--- src/rtl/vector_lane_sequencer_pkg.sv ---
// Shared types and helpers for the vector lane sequencer.
// State encoding, FP function codes, and the partial-group lane mask.
package vseq_pkg;

    typedef enum logic [2:0] {
        IDLE,
        ISSUE,
        WAIT,
        WRITE,
        DONE
    } vseq_state_e;

    localparam logic FUNC_ADD = 1'b0;
    localparam logic FUNC_MUL = 1'b1;

    // Mask for the last group: rem lanes active, rem == 0 means a full group.
    // Returned wide; callers truncate to their lane count.
    function automatic logic [31:0] last_mask(input logic [31:0] rem);
        if (rem == 32'd0) return '1;
        return (32'd1 << rem) - 32'd1;
    endfunction

endpackage

--- src/rtl/vector_lane_sequencer_if.sv ---
// Command, lane-issue and write-back bus of the vector lane sequencer.
// master = sequencer side, slave = decode / lane array / register file side.
interface vector_lane_sequencer_if #(
    parameter int LANES      = 4,
    parameter int MAX_GROUPS = 8,
    parameter int LEN_W      = 6
);
    localparam int GRP_W = $clog2(MAX_GROUPS);

    logic             cmd_valid;
    logic             cmd_ready;
    logic             cmd_func;
    logic [LEN_W-1:0] cmd_len;
    logic             lane_start;
    logic             lane_func;
    logic [LANES-1:0] lane_en;
    logic [GRP_W-1:0] grp_idx;
    logic [LANES-1:0] lane_ready;
    logic             wb_valid;
    logic [GRP_W-1:0] wb_grp;
    logic [LANES-1:0] wb_mask;

    modport master (
        input  cmd_valid, cmd_func, cmd_len, lane_ready,
        output cmd_ready, lane_start, lane_func, lane_en, grp_idx,
               wb_valid, wb_grp, wb_mask
    );

    modport slave (
        output cmd_valid, cmd_func, cmd_len, lane_ready,
        input  cmd_ready, lane_start, lane_func, lane_en, grp_idx,
               wb_valid, wb_grp, wb_mask
    );

endinterface

--- src/rtl/vector_lane_sequencer_ready.sv ---
// vseq_ready_collector: sticky per-lane completion mask for one group.
// Cleared while the group is issued, accumulates only while sampling,
// and reports when every enabled lane has finished (including this cycle).
module vseq_ready_collector #(
    parameter int LANES = 4
) (
    input  logic             clk,
    input  logic             rst_n,
    input  logic             clr,
    input  logic             sample,
    input  logic [LANES-1:0] lane_ready,
    input  logic [LANES-1:0] lane_en,
    output logic             all_done
);
    logic [LANES-1:0] done_mask;
    logic [LANES-1:0] hit;

    for (genvar i = 0; i < LANES; i++) begin : g_lane
        assign hit[i] = lane_ready[i] & lane_en[i];

        // Per-lane sticky flag; disabled lanes never set it.
        always_ff @(posedge clk or negedge rst_n) begin
            if (!rst_n)      done_mask[i] <= 1'b0;
            else if (clr)    done_mask[i] <= 1'b0;
            else if (sample) done_mask[i] <= done_mask[i] | hit[i];
        end
    end

    assign all_done = ((done_mask | hit) == lane_en);

endmodule

--- src/rtl/vector_lane_sequencer.sv ---
// vector_lane_sequencer: splits one vector add/mul command into lane groups,
// issues each group, waits for all active lanes, then strobes write-back.
// Optional macro VSEQ_PERF_CNT_EN adds busy-cycle and completed-op counters.
module vector_lane_sequencer
    import vseq_pkg::*;
#(
    parameter int LANES      = 4,
    parameter int MAX_GROUPS = 8,
    parameter int LEN_W      = 6
) (
    input  logic  clk,
    input  logic  rst_n,
    vector_lane_sequencer_if.master bus,
    input  logic  abort,
    output logic  done,
    output logic  err_len,
    output logic  aborted
`ifdef VSEQ_PERF_CNT_EN
    ,
    output logic [31:0] perf_busy_cyc,
    output logic [15:0] perf_ops
`endif
);
    localparam int GRP_W   = $clog2(MAX_GROUPS);
    localparam int MAX_LEN = LANES * MAX_GROUPS;

    vseq_state_e      state, state_n;
    logic             func_q;
    logic [LEN_W-1:0] len_q;
    logic [GRP_W-1:0] grp_q;
    logic             err_q, abt_q;

    logic             accept, busy, clamp, is_last, all_done;
    logic [LEN_W-1:0] len_m1;
    logic [GRP_W-1:0] last_grp;
    logic [LANES-1:0] grp_mask;

    assign accept   = (state == IDLE) && bus.cmd_valid;
    assign busy     = (state == ISSUE) || (state == WAIT) || (state == WRITE);
    assign clamp    = bus.cmd_len > LEN_W'(MAX_LEN);
    assign len_m1   = len_q - LEN_W'(1);
    assign last_grp = GRP_W'(len_m1 / LEN_W'(LANES));
    assign is_last  = (grp_q == last_grp);
    assign grp_mask = is_last ? LANES'(last_mask(32'(len_q % LEN_W'(LANES)))) : '1;

    assign bus.cmd_ready  = (state == IDLE);
    assign bus.lane_start = (state == ISSUE);
    assign bus.lane_func  = func_q;
    assign bus.lane_en    = busy ? grp_mask : '0;
    assign bus.grp_idx    = grp_q;
    assign bus.wb_valid   = (state == WRITE) && !abort;
    assign bus.wb_grp     = bus.wb_valid ? grp_q : '0;
    assign bus.wb_mask    = bus.wb_valid ? grp_mask : '0;
    assign done           = (state == DONE);
    assign err_len        = err_q;
    assign aborted        = abt_q;

    vseq_ready_collector #(.LANES(LANES)) u_rdy (
        .clk        (clk),
        .rst_n      (rst_n),
        .clr        (state == ISSUE),
        .sample     (state == WAIT),
        .lane_ready (bus.lane_ready),
        .lane_en    (bus.lane_en),
        .all_done   (all_done)
    );

    // State register.
    always_ff @(posedge clk or negedge rst_n) begin
        if (!rst_n) state <= IDLE;
        else        state <= state_n;
    end

    // Next state: abort drops straight back to IDLE from any active state.
    always_comb begin
        state_n = state;
        case (state)
            IDLE:  if (bus.cmd_valid) state_n = (bus.cmd_len == '0) ? DONE : ISSUE;
            ISSUE: state_n = abort ? IDLE : WAIT;
            WAIT:  if (abort) state_n = IDLE;
                   else if (all_done) state_n = WRITE;
            WRITE: if (abort) state_n = IDLE;
                   else state_n = is_last ? DONE : ISSUE;
            DONE:  state_n = IDLE;
            default: state_n = IDLE;
        endcase
    end

    // Command latch, group counter and one-shot status flags.
    always_ff @(posedge clk or negedge rst_n) begin
        if (!rst_n) begin
            func_q <= FUNC_ADD;
            len_q  <= '0;
            grp_q  <= '0;
            err_q  <= 1'b0;
            abt_q  <= 1'b0;
        end else begin
            err_q <= 1'b0;
            abt_q <= busy && abort;
            if (accept) begin
                func_q <= bus.cmd_func;
                len_q  <= clamp ? LEN_W'(MAX_LEN) : bus.cmd_len;
                grp_q  <= '0;
                err_q  <= clamp;
            end else if ((state == WRITE) && !abort && !is_last) begin
                grp_q <= grp_q + GRP_W'(1);
            end
        end
    end

`ifdef VSEQ_PERF_CNT_EN
    // Busy cycles saturate; completed ops wrap.
    always_ff @(posedge clk or negedge rst_n) begin
        if (!rst_n) begin
            perf_busy_cyc <= '0;
            perf_ops      <= '0;
        end else begin
            if ((state != IDLE) && (perf_busy_cyc != '1))
                perf_busy_cyc <= perf_busy_cyc + 32'd1;
            if (state == DONE)
                perf_ops <= perf_ops + 16'd1;
        end
    end
`endif

endmodule

--- src/flat_wrapper.sv ---
// flat-port wrapper written by rule: the top's interface ports become plain ports
module vector_lane_sequencer_flat import vseq_pkg::*;
#(
    parameter int LANES      = 4,
    parameter int MAX_GROUPS = 8,
    parameter int LEN_W      = 6
)
  (clk, rst_n, abort, done, err_len, aborted, bus_cmd_valid, bus_cmd_func, bus_cmd_len, bus_lane_ready, bus_cmd_ready, bus_lane_start, bus_lane_func, bus_lane_en, bus_grp_idx, bus_wb_valid, bus_wb_grp, bus_wb_mask);
  vector_lane_sequencer_if #(.LANES(LANES), .MAX_GROUPS(MAX_GROUPS), .LEN_W(LEN_W)) bus_i ();
  input  logic clk;
  input  logic rst_n;
  input  logic abort;
  output logic done;
  output logic err_len;
  output logic aborted;
  input wire logic [$bits(bus_i.cmd_valid)-1:0] bus_cmd_valid;
  input wire logic [$bits(bus_i.cmd_func)-1:0] bus_cmd_func;
  input wire logic [$bits(bus_i.cmd_len)-1:0] bus_cmd_len;
  input wire logic [$bits(bus_i.lane_ready)-1:0] bus_lane_ready;
  output wire logic [$bits(bus_i.cmd_ready)-1:0] bus_cmd_ready;
  output wire logic [$bits(bus_i.lane_start)-1:0] bus_lane_start;
  output wire logic [$bits(bus_i.lane_func)-1:0] bus_lane_func;
  output wire logic [$bits(bus_i.lane_en)-1:0] bus_lane_en;
  output wire logic [$bits(bus_i.grp_idx)-1:0] bus_grp_idx;
  output wire logic [$bits(bus_i.wb_valid)-1:0] bus_wb_valid;
  output wire logic [$bits(bus_i.wb_grp)-1:0] bus_wb_grp;
  output wire logic [$bits(bus_i.wb_mask)-1:0] bus_wb_mask;
  assign bus_i.cmd_valid = bus_cmd_valid;
  assign bus_i.cmd_func = bus_cmd_func;
  assign bus_i.cmd_len = bus_cmd_len;
  assign bus_i.lane_ready = bus_lane_ready;
  assign bus_cmd_ready = bus_i.cmd_ready;
  assign bus_lane_start = bus_i.lane_start;
  assign bus_lane_func = bus_i.lane_func;
  assign bus_lane_en = bus_i.lane_en;
  assign bus_grp_idx = bus_i.grp_idx;
  assign bus_wb_valid = bus_i.wb_valid;
  assign bus_wb_grp = bus_i.wb_grp;
  assign bus_wb_mask = bus_i.wb_mask;
  vector_lane_sequencer #(.LANES(LANES), .MAX_GROUPS(MAX_GROUPS), .LEN_W(LEN_W)) u_core (.clk(clk), .rst_n(rst_n), .bus(bus_i), .abort(abort), .done(done), .err_len(err_len), .aborted(aborted));
endmodule
--- config.mk ---
export PLATFORM = sky130hd
export DESIGN_NAME = vector_lane_sequencer_flat
export DESIGN_NICKNAME = d
export VERILOG_FILES = /design/src/rtl/vector_lane_sequencer_pkg.sv /design/src/rtl/vector_lane_sequencer_if.sv /design/src/rtl/vector_lane_sequencer_ready.sv /design/src/rtl/vector_lane_sequencer.sv /design/src/flat_wrapper.sv
export SDC_FILE = /design/constraint.sdc
export NUM_CORES = 1
export LEC_CHECK = 0
export BUFFER_PORTS_ARGS = -buffer_cell sky130_fd_sc_hd__buf_2
export CORE_UTILIZATION = 35
export DETAILED_ROUTE_END_ITERATION = 10
export PLACE_DENSITY_LB_ADDON = 0.1
export SYNTH_ARGS = -nofsm -noshare
export SYNTH_HDL_FRONTEND = slang
export SYNTH_SLANG_ARGS = --single-unit
--- constraint.sdc ---
create_clock -name clk -period 2.3 [get_ports clk]
set_input_delay 0.69 -clock clk [delete_from_list [all_inputs] [get_ports clk]]
set_output_delay 0.69 -clock clk [all_outputs]
set_load 0.01 [all_outputs]
# ---- After elaboration in Yosys (flattened, before gate mapping)
# Index checks and enable logic that the tools add are counted.
dict set report totals {
  latchBits 0
  romBits 0
  mem_bits_rw 0
  input_bits 15
  ff_bits 18
  memories 0
}
dict set report op_classes {
  eq_ne 8
  muxes 27
  mul 0
  n_bitwise 9
  n_reduce_logical 14
  n_addsub 3
  div_mod_pow 0
  order_cmp 1
  n_shift 1
}
# op count
set op_table {}
lappend op_table {{32-bit zero test} 1}
lappend op_table {{3-bit 2-to-1 mux} 9}
lappend op_table {{4-bit 2-to-1 mux} 5}
lappend op_table {{3-bit one-hot mux with 4 select lines} 1}
lappend op_table {{1-bit 2-to-1 mux} 10}
lappend op_table {{3-bit by 2-bit == test with 1-bit output (second input constant)} 2}
lappend op_table {{6-bit > comparator (second input constant)} 1}
lappend op_table {{6-bit zero test} 1}
lappend op_table {{5-bit 2-to-1 mux} 1}
lappend op_table {{5-bit by 1-bit subtractor with 5-bit output (second input constant)} 1}
lappend op_table {{1-bit bitwise AND} 4}
lappend op_table {{4-bit == test} 1}
lappend op_table {{1-bit logical AND} 4}
lappend op_table {{1-bit bitwise OR} 4}
lappend op_table {{4-bit bitwise OR} 1}
lappend op_table {{2-bit nonzero test} 2}
lappend op_table {{1-bit by 2-bit left shift with 4-bit output (first input constant)} 1}
lappend op_table {{4-bit by 1-bit subtractor with 4-bit output (second input constant)} 1}
lappend op_table {{3-bit by 1-bit adder with 3-bit output (second input constant)} 1}
lappend op_table {{3-bit by 1-bit == test with 1-bit output (second input constant)} 1}
lappend op_table {{3-bit == test} 1}
lappend op_table {{3-bit == test (second input constant)} 1}
lappend op_table {{3-bit zero test} 1}
lappend op_table {{3-bit by 2-bit inequality test with 1-bit output (second input constant)} 1}
lappend op_table {{5 further kinds} 7}

# ---- Logic depth before layout (Yosys ltp)
dict set report logic_depth {
  depth_word 11
  depth_mapped 7
  ltp_nobuf 7
}

# ---- By module
# From an unflattened synthesis, not the netlist that was laid out.
dict set report unflattened {
  hier_cells 135
  area_unflattened_um2 1208.7
}
# module area_per_inst_um2 seq_area_each_um2 instances cells_per_inst
set by_module_without_submodules {}
lappend by_module_without_submodules {vector_lane_sequencer 992.2 350.3 1 112}
lappend by_module_without_submodules {vseq_ready_collector 216.5 100.1 1 23}

# ---- Least setup slack after synthesis
# No wires, ideal clock.
dict set report synth_path {
  path_type {reg-to-output}
  startpoint {register u_core.len_q[0]}
  endpoint {output bus_lane_en[2]}
  path_stages_with_launch 7
  path_buffers 0
  slack_ps 14
  arrival_ps 1596
  cell_sequence {dfrtp_1 > inv_1 > ha_1 > o21ba_2 > a22oi_1 > o211a_2 > a21oi_1}
}
dict set report synth_between {
  elab_chain_cells 5
  word_cells_on_any_way 9
  classes_between {2 x add/sub; 1 x eq/ne; 1 x shift; 4 x mux; 1 x reduce/logical}
}
# item line
set synth_lines {}
lappend synth_lines {{from (decl)} vector_lane_sequencer.sv:29} ;# logic [LEN_W-1:0] len_q;
lappend synth_lines {{from (signal assigned)} vector_lane_sequencer.sv:102} ;# len_q <= clamp ? LEN_W'(MAX_LEN) : bus.cmd_len;
lappend synth_lines {{1-bit by 2-bit left shift with 4-bit output or 32-bit zero test (tied branches)} {vector_lane_sequencer_pkg.sv:20, vector_lane_sequencer_pkg.sv:19}}
lappend synth_lines {{4-bit by 1-bit subtractor with 4-bit output or 1-bit 2-to-1 mux (tied branches)} {vector_lane_sequencer_pkg.sv:20, vector_lane_sequencer_pkg.sv:19}}
lappend synth_lines {{4-bit 2-to-1 mux} vector_lane_sequencer_pkg.sv:20} ;# return (32'd1 << rem) - 32'd1;
lappend synth_lines {{4-bit 2-to-1 mux *} vector_lane_sequencer.sv:44} ;# assign grp_mask = is_last ? LANES'(last_mask(32'(len_q % LEN_W'(LANES)))) : '1;
lappend synth_lines {{4-bit 2-to-1 mux *} vector_lane_sequencer.sv:49} ;# assign bus.lane_en = busy ? grp_mask : '0;
lappend synth_lines {{to (decl)} flat_wrapper.sv:23} ;# output wire logic [$bits(bus_i.lane_en)-1:0] bus_lane_en;
# Every way passes the cells marked *; elsewhere a longest branch is shown, timed or not.

# ---- Worst setup path in the final report
dict set report layout_path {
  startpoint {register u_core.len_q[0]}
  endpoint {output bus_lane_en[3]}
}
# The elaborated chain is that of the path after synthesis.

==> impl_metrics.py <==
metrics = {
    "die": {
        "boundaryPins": 36,
        "initial_core_util_pct": 37.96,
        "num_rows": 20,
        "core-area_mm2": 0.003128,
        "die_h_um": 60.25,
        "die_w_um": 60.25,
        "die-area_mm2": 0.003629,
    },
    "logic_synthesis": {
        "syn-cell-area_mm2": 0.001187,
        "yosys_warnings": 0,
        "yosysTopAreaCellShare_pct": 37.93,
        "synthArstFlopShare_pct": 100.0,
        "yosys-top-cells-area": "dfrtp_1 38%, a21oi_1 4.2%, ha_1 4.2%",
        "ys_ff_latch": 18,
        "syn_area_per_cell_um2": 8.861,
        "synth_most_common_cell": "dfrtp_1",
        "synthFlopType": "dfrtp_1",
        "syn-num-nets": 153,
        "synthCells": 134,
        "synth_top_area_cell": "dfrtp_1",
        "synth_common_cells": "18 x dfrtp_1, 12 x nor2_1, 10 x a21oi_1",
        "synth_cell_types": 42,
        "synth_edf_count": 0,
        "yosysSeqAreaShare_pct": 37.93,
    },
    "cells_and_area": {
        "diodes": 0,
        "syn_to_final_growth_pct": 34.04,
        "fin_area_mm2": 0.001592,
        "layout-drive-gt1-share_pct": 37.84,
        "final_nets": 206,
        "fillerInstances": 315,
    },
    "timing": {
        "max_slew_margin_pct": 71.69,
        "worst_pin_slew_ps": 424.7,
        "post-route-period-util_pct": 110.0,
        "finalSetupTns_ps": -1280,
        "fmax_ghz": 0.3952,
        "period_minus_slack_ps": 2531,
        "rsz0062_at_grt": "yes",
        "setup_violations": 6,
        "finalHoldViolCount": 0,
        "fin_ws_ps": -230.6,
        "final-max-slew-violation-count": 0,
        "clock_skew_ps": 2.093,
    },
    "detailed_routing": {
        "drc": 0,
        "vias": 1174,
        "dr.pass1.iters": 4,
        "drt_iter0_markers": 43,
        "avgViaCountPerCell": 5.127,
        "wl_um": 2895,
        "wl_per_cell_um": 12.64,
        "ant_nets": 0,
    },
    "status": {
        "failed_checks": "negative setup slack",
        "status": "finished with violations",
    },
    "cts": {
        "root_buffer": "clkbuf_4",
        "clk_path_buf_depth": 2,
        "insertion_delay_ps": 290,
        "clk_pin_slew_ps": 100,
        "hold_buffers": 0,
        "cts_max_level": 1,
        "cts_tree": "done",
        "numCtsBuffers": 3,
        "cts_sinks": 18,
    },
    "place": {
        "routabilityCongestion": 0.7557,
        "place_area_mm2": 0.001506,
        "detailed_place_hpwl_um": 2243,
        "io_buffers": 35,
    },
    "pwr": {
        "pwr_density_cell_mw_per_mm2": 1444,
        "switching_share_pct": 44.54,
        "netSwitchingPower_uw": 1024,
        "pwr-share-clk_pct": 7.0,
        "p_leak_uw": 0.0007807,
        "power.share.combinational_pct": 67.8,
        "p_int_uw": 1275,
        "ir_drop_uv": 602.5,
        "p_seq_share_pct": 25.2,
    },
    "flow_run": {
        "drv_cap": 0,
    },
    "worst_setup_path": {
        "critical_path_required_ps": 1610,
        "startpoint_type": "flop",
        "crit_start": "u_core.len_q[0]$_DFFE_PN0P_",
        "r2r_slack_ps": 280,
        "critPathKind": "flop to output port",
        "arrival_ps": 1840,
        "end_kind": "output port",
        "cp_max_fo": 5,
        "rr_startpoint": "u_core.len_q[0]$_DFFE_PN0P_",
    },
    "grt": {
        "grt_pass1_wl_um": 4871,
        "overflow": 0,
        "antenna_found_initial": 0,
        "grt_max_degree": 19,
        "grt_use_total_pct": 18.24,
        "grt_pass1_vias": 1058,
    },
    "hold_path": {
        "hold_path.class": "primary input to async pin",
    },
}
## state kept, by name, indices dropped and copies added (netlist names)
signal / count
u_core.aborted: 1
u_core.bus.grp_idx: 3
u_core.bus.lane_func: 1
u_core.err_len: 1
u_core.len_q: 5
u_core.state: 3
u_core.u_rdy.done_mask: 4
## timing repair
action,in CTS,in global routing
pin swaps,4,2
resized for setup,7,2
buffers inserted,1,2
setup endpoints to repair,6,7
## area by class of cell
cell class	instances	area [µm²]	share of cell area [%]
multi-input cells	102	719.4	45.20
clock buffers	3	22.52	1.415
flip-flops and latches	18	450.4	28.30
well taps	44	55.05	3.459
repair buffers	53	310.3	19.50
inverters	9	33.78	2.123
## placed cells by master (no fill, tap or decap), drive strengths merged, types with 2 or more instances in the layout
cell     netlist  routed
o21ai          8       8
and2           6       6
o2111ai        2       2
clkbuf         3       3
o21ba          2       2
nor3b          2       2
nor3           4       4
a22oi          2       2
o21bai         2       2
xnor2          3       3
nand3          3       3
o221ai         2       2
nand3b         3       3
nand2b         4       4
or4            2       2
ha             4       4
o211a          2       2
a21oi         10      10
xor2           2       2
nand2          7       7
or3            6       6
nor2          12      12
buf            2      53
inv            9       9
o31ai          3       3
o2111a         2       2
dfrtp         18      18
## metal layers
layer / vias up / share of wire (%) / GRT usage, %
met5: - / 0 / 0
met4: 0 / 1.4 / 8.970
met3: 4 / 5.2 / 3.030
met2: 33 / 43 / 25.27
met1: 543 / 50 / 26.91
li1: 594 / - / -
## power groups by stage
stage	Sequential (µW)	Combinational [µW]	Clock [µW]
global route	601	1720	175
CTS	575	1530	167
finish	579	1560	160
global placement	565	1400	0
floorplan	539	875	0
detailed placement	571	1420	0
## cell families (layout without fill, tap and decap cells)
kind of cell    after synthesis  after routing  synth area share (%)
simple gates                 51             51                 23.08
compound gates               41             41                 24.66
flops                        18             18                 37.93
buf+inv                      14             65                 4.847
xor+xnor                      5              5                 4.321
fa+ha+maj                     4              4                 4.215
mux                           1              1                0.9483
## metrics by stage
step                cells  worst slack [ps]  hold slack (ps)  power (µW)  utilization (%)
floorplan             134             13.78            394.4        1414                -
global placement      223            -36.51            489.8        1962            48.16
detailed placement    223            -89.25            496.4        1986            48.16
CTS                   227            -211.6            338.3        2269            50.24
global route          229            -326.0            338.8        2501            50.88
finish                229            -230.6            317.7        2298            50.88
## worst max-delay path, cell delays in order (launching register included)
cell      delay (ps)
dfrtp_1          380
inv_2             60
ha_4             170
o21ba_4          190
a22oi_2          280
o2111a_1         270
nor2_1            50
buf_2            150
## path summary, 6_finish.rpt
| check | end | depth (start not counted) |
|---|---|---|
| setup / recovery | bus_lane_en[3] | 7 |
| hold / removal | u_core.len_q[4]$_DFFE_PN0P_ | 1 |
| setup reg to reg | u_core.bus.grp_idx[2]$_DFFE_PN0P_ | 8 |
| hold reg to reg | u_core.bus.lane_func$_DFFE_PN0P_ | 1 |
| max in group asynchronous | u_core.len_q[0]$_DFFE_PN0P_ | 1 |
| min in group clk | u_core.bus.lane_func$_DFFE_PN0P_ | 1 |
Power figures use the tool's default switching activity.
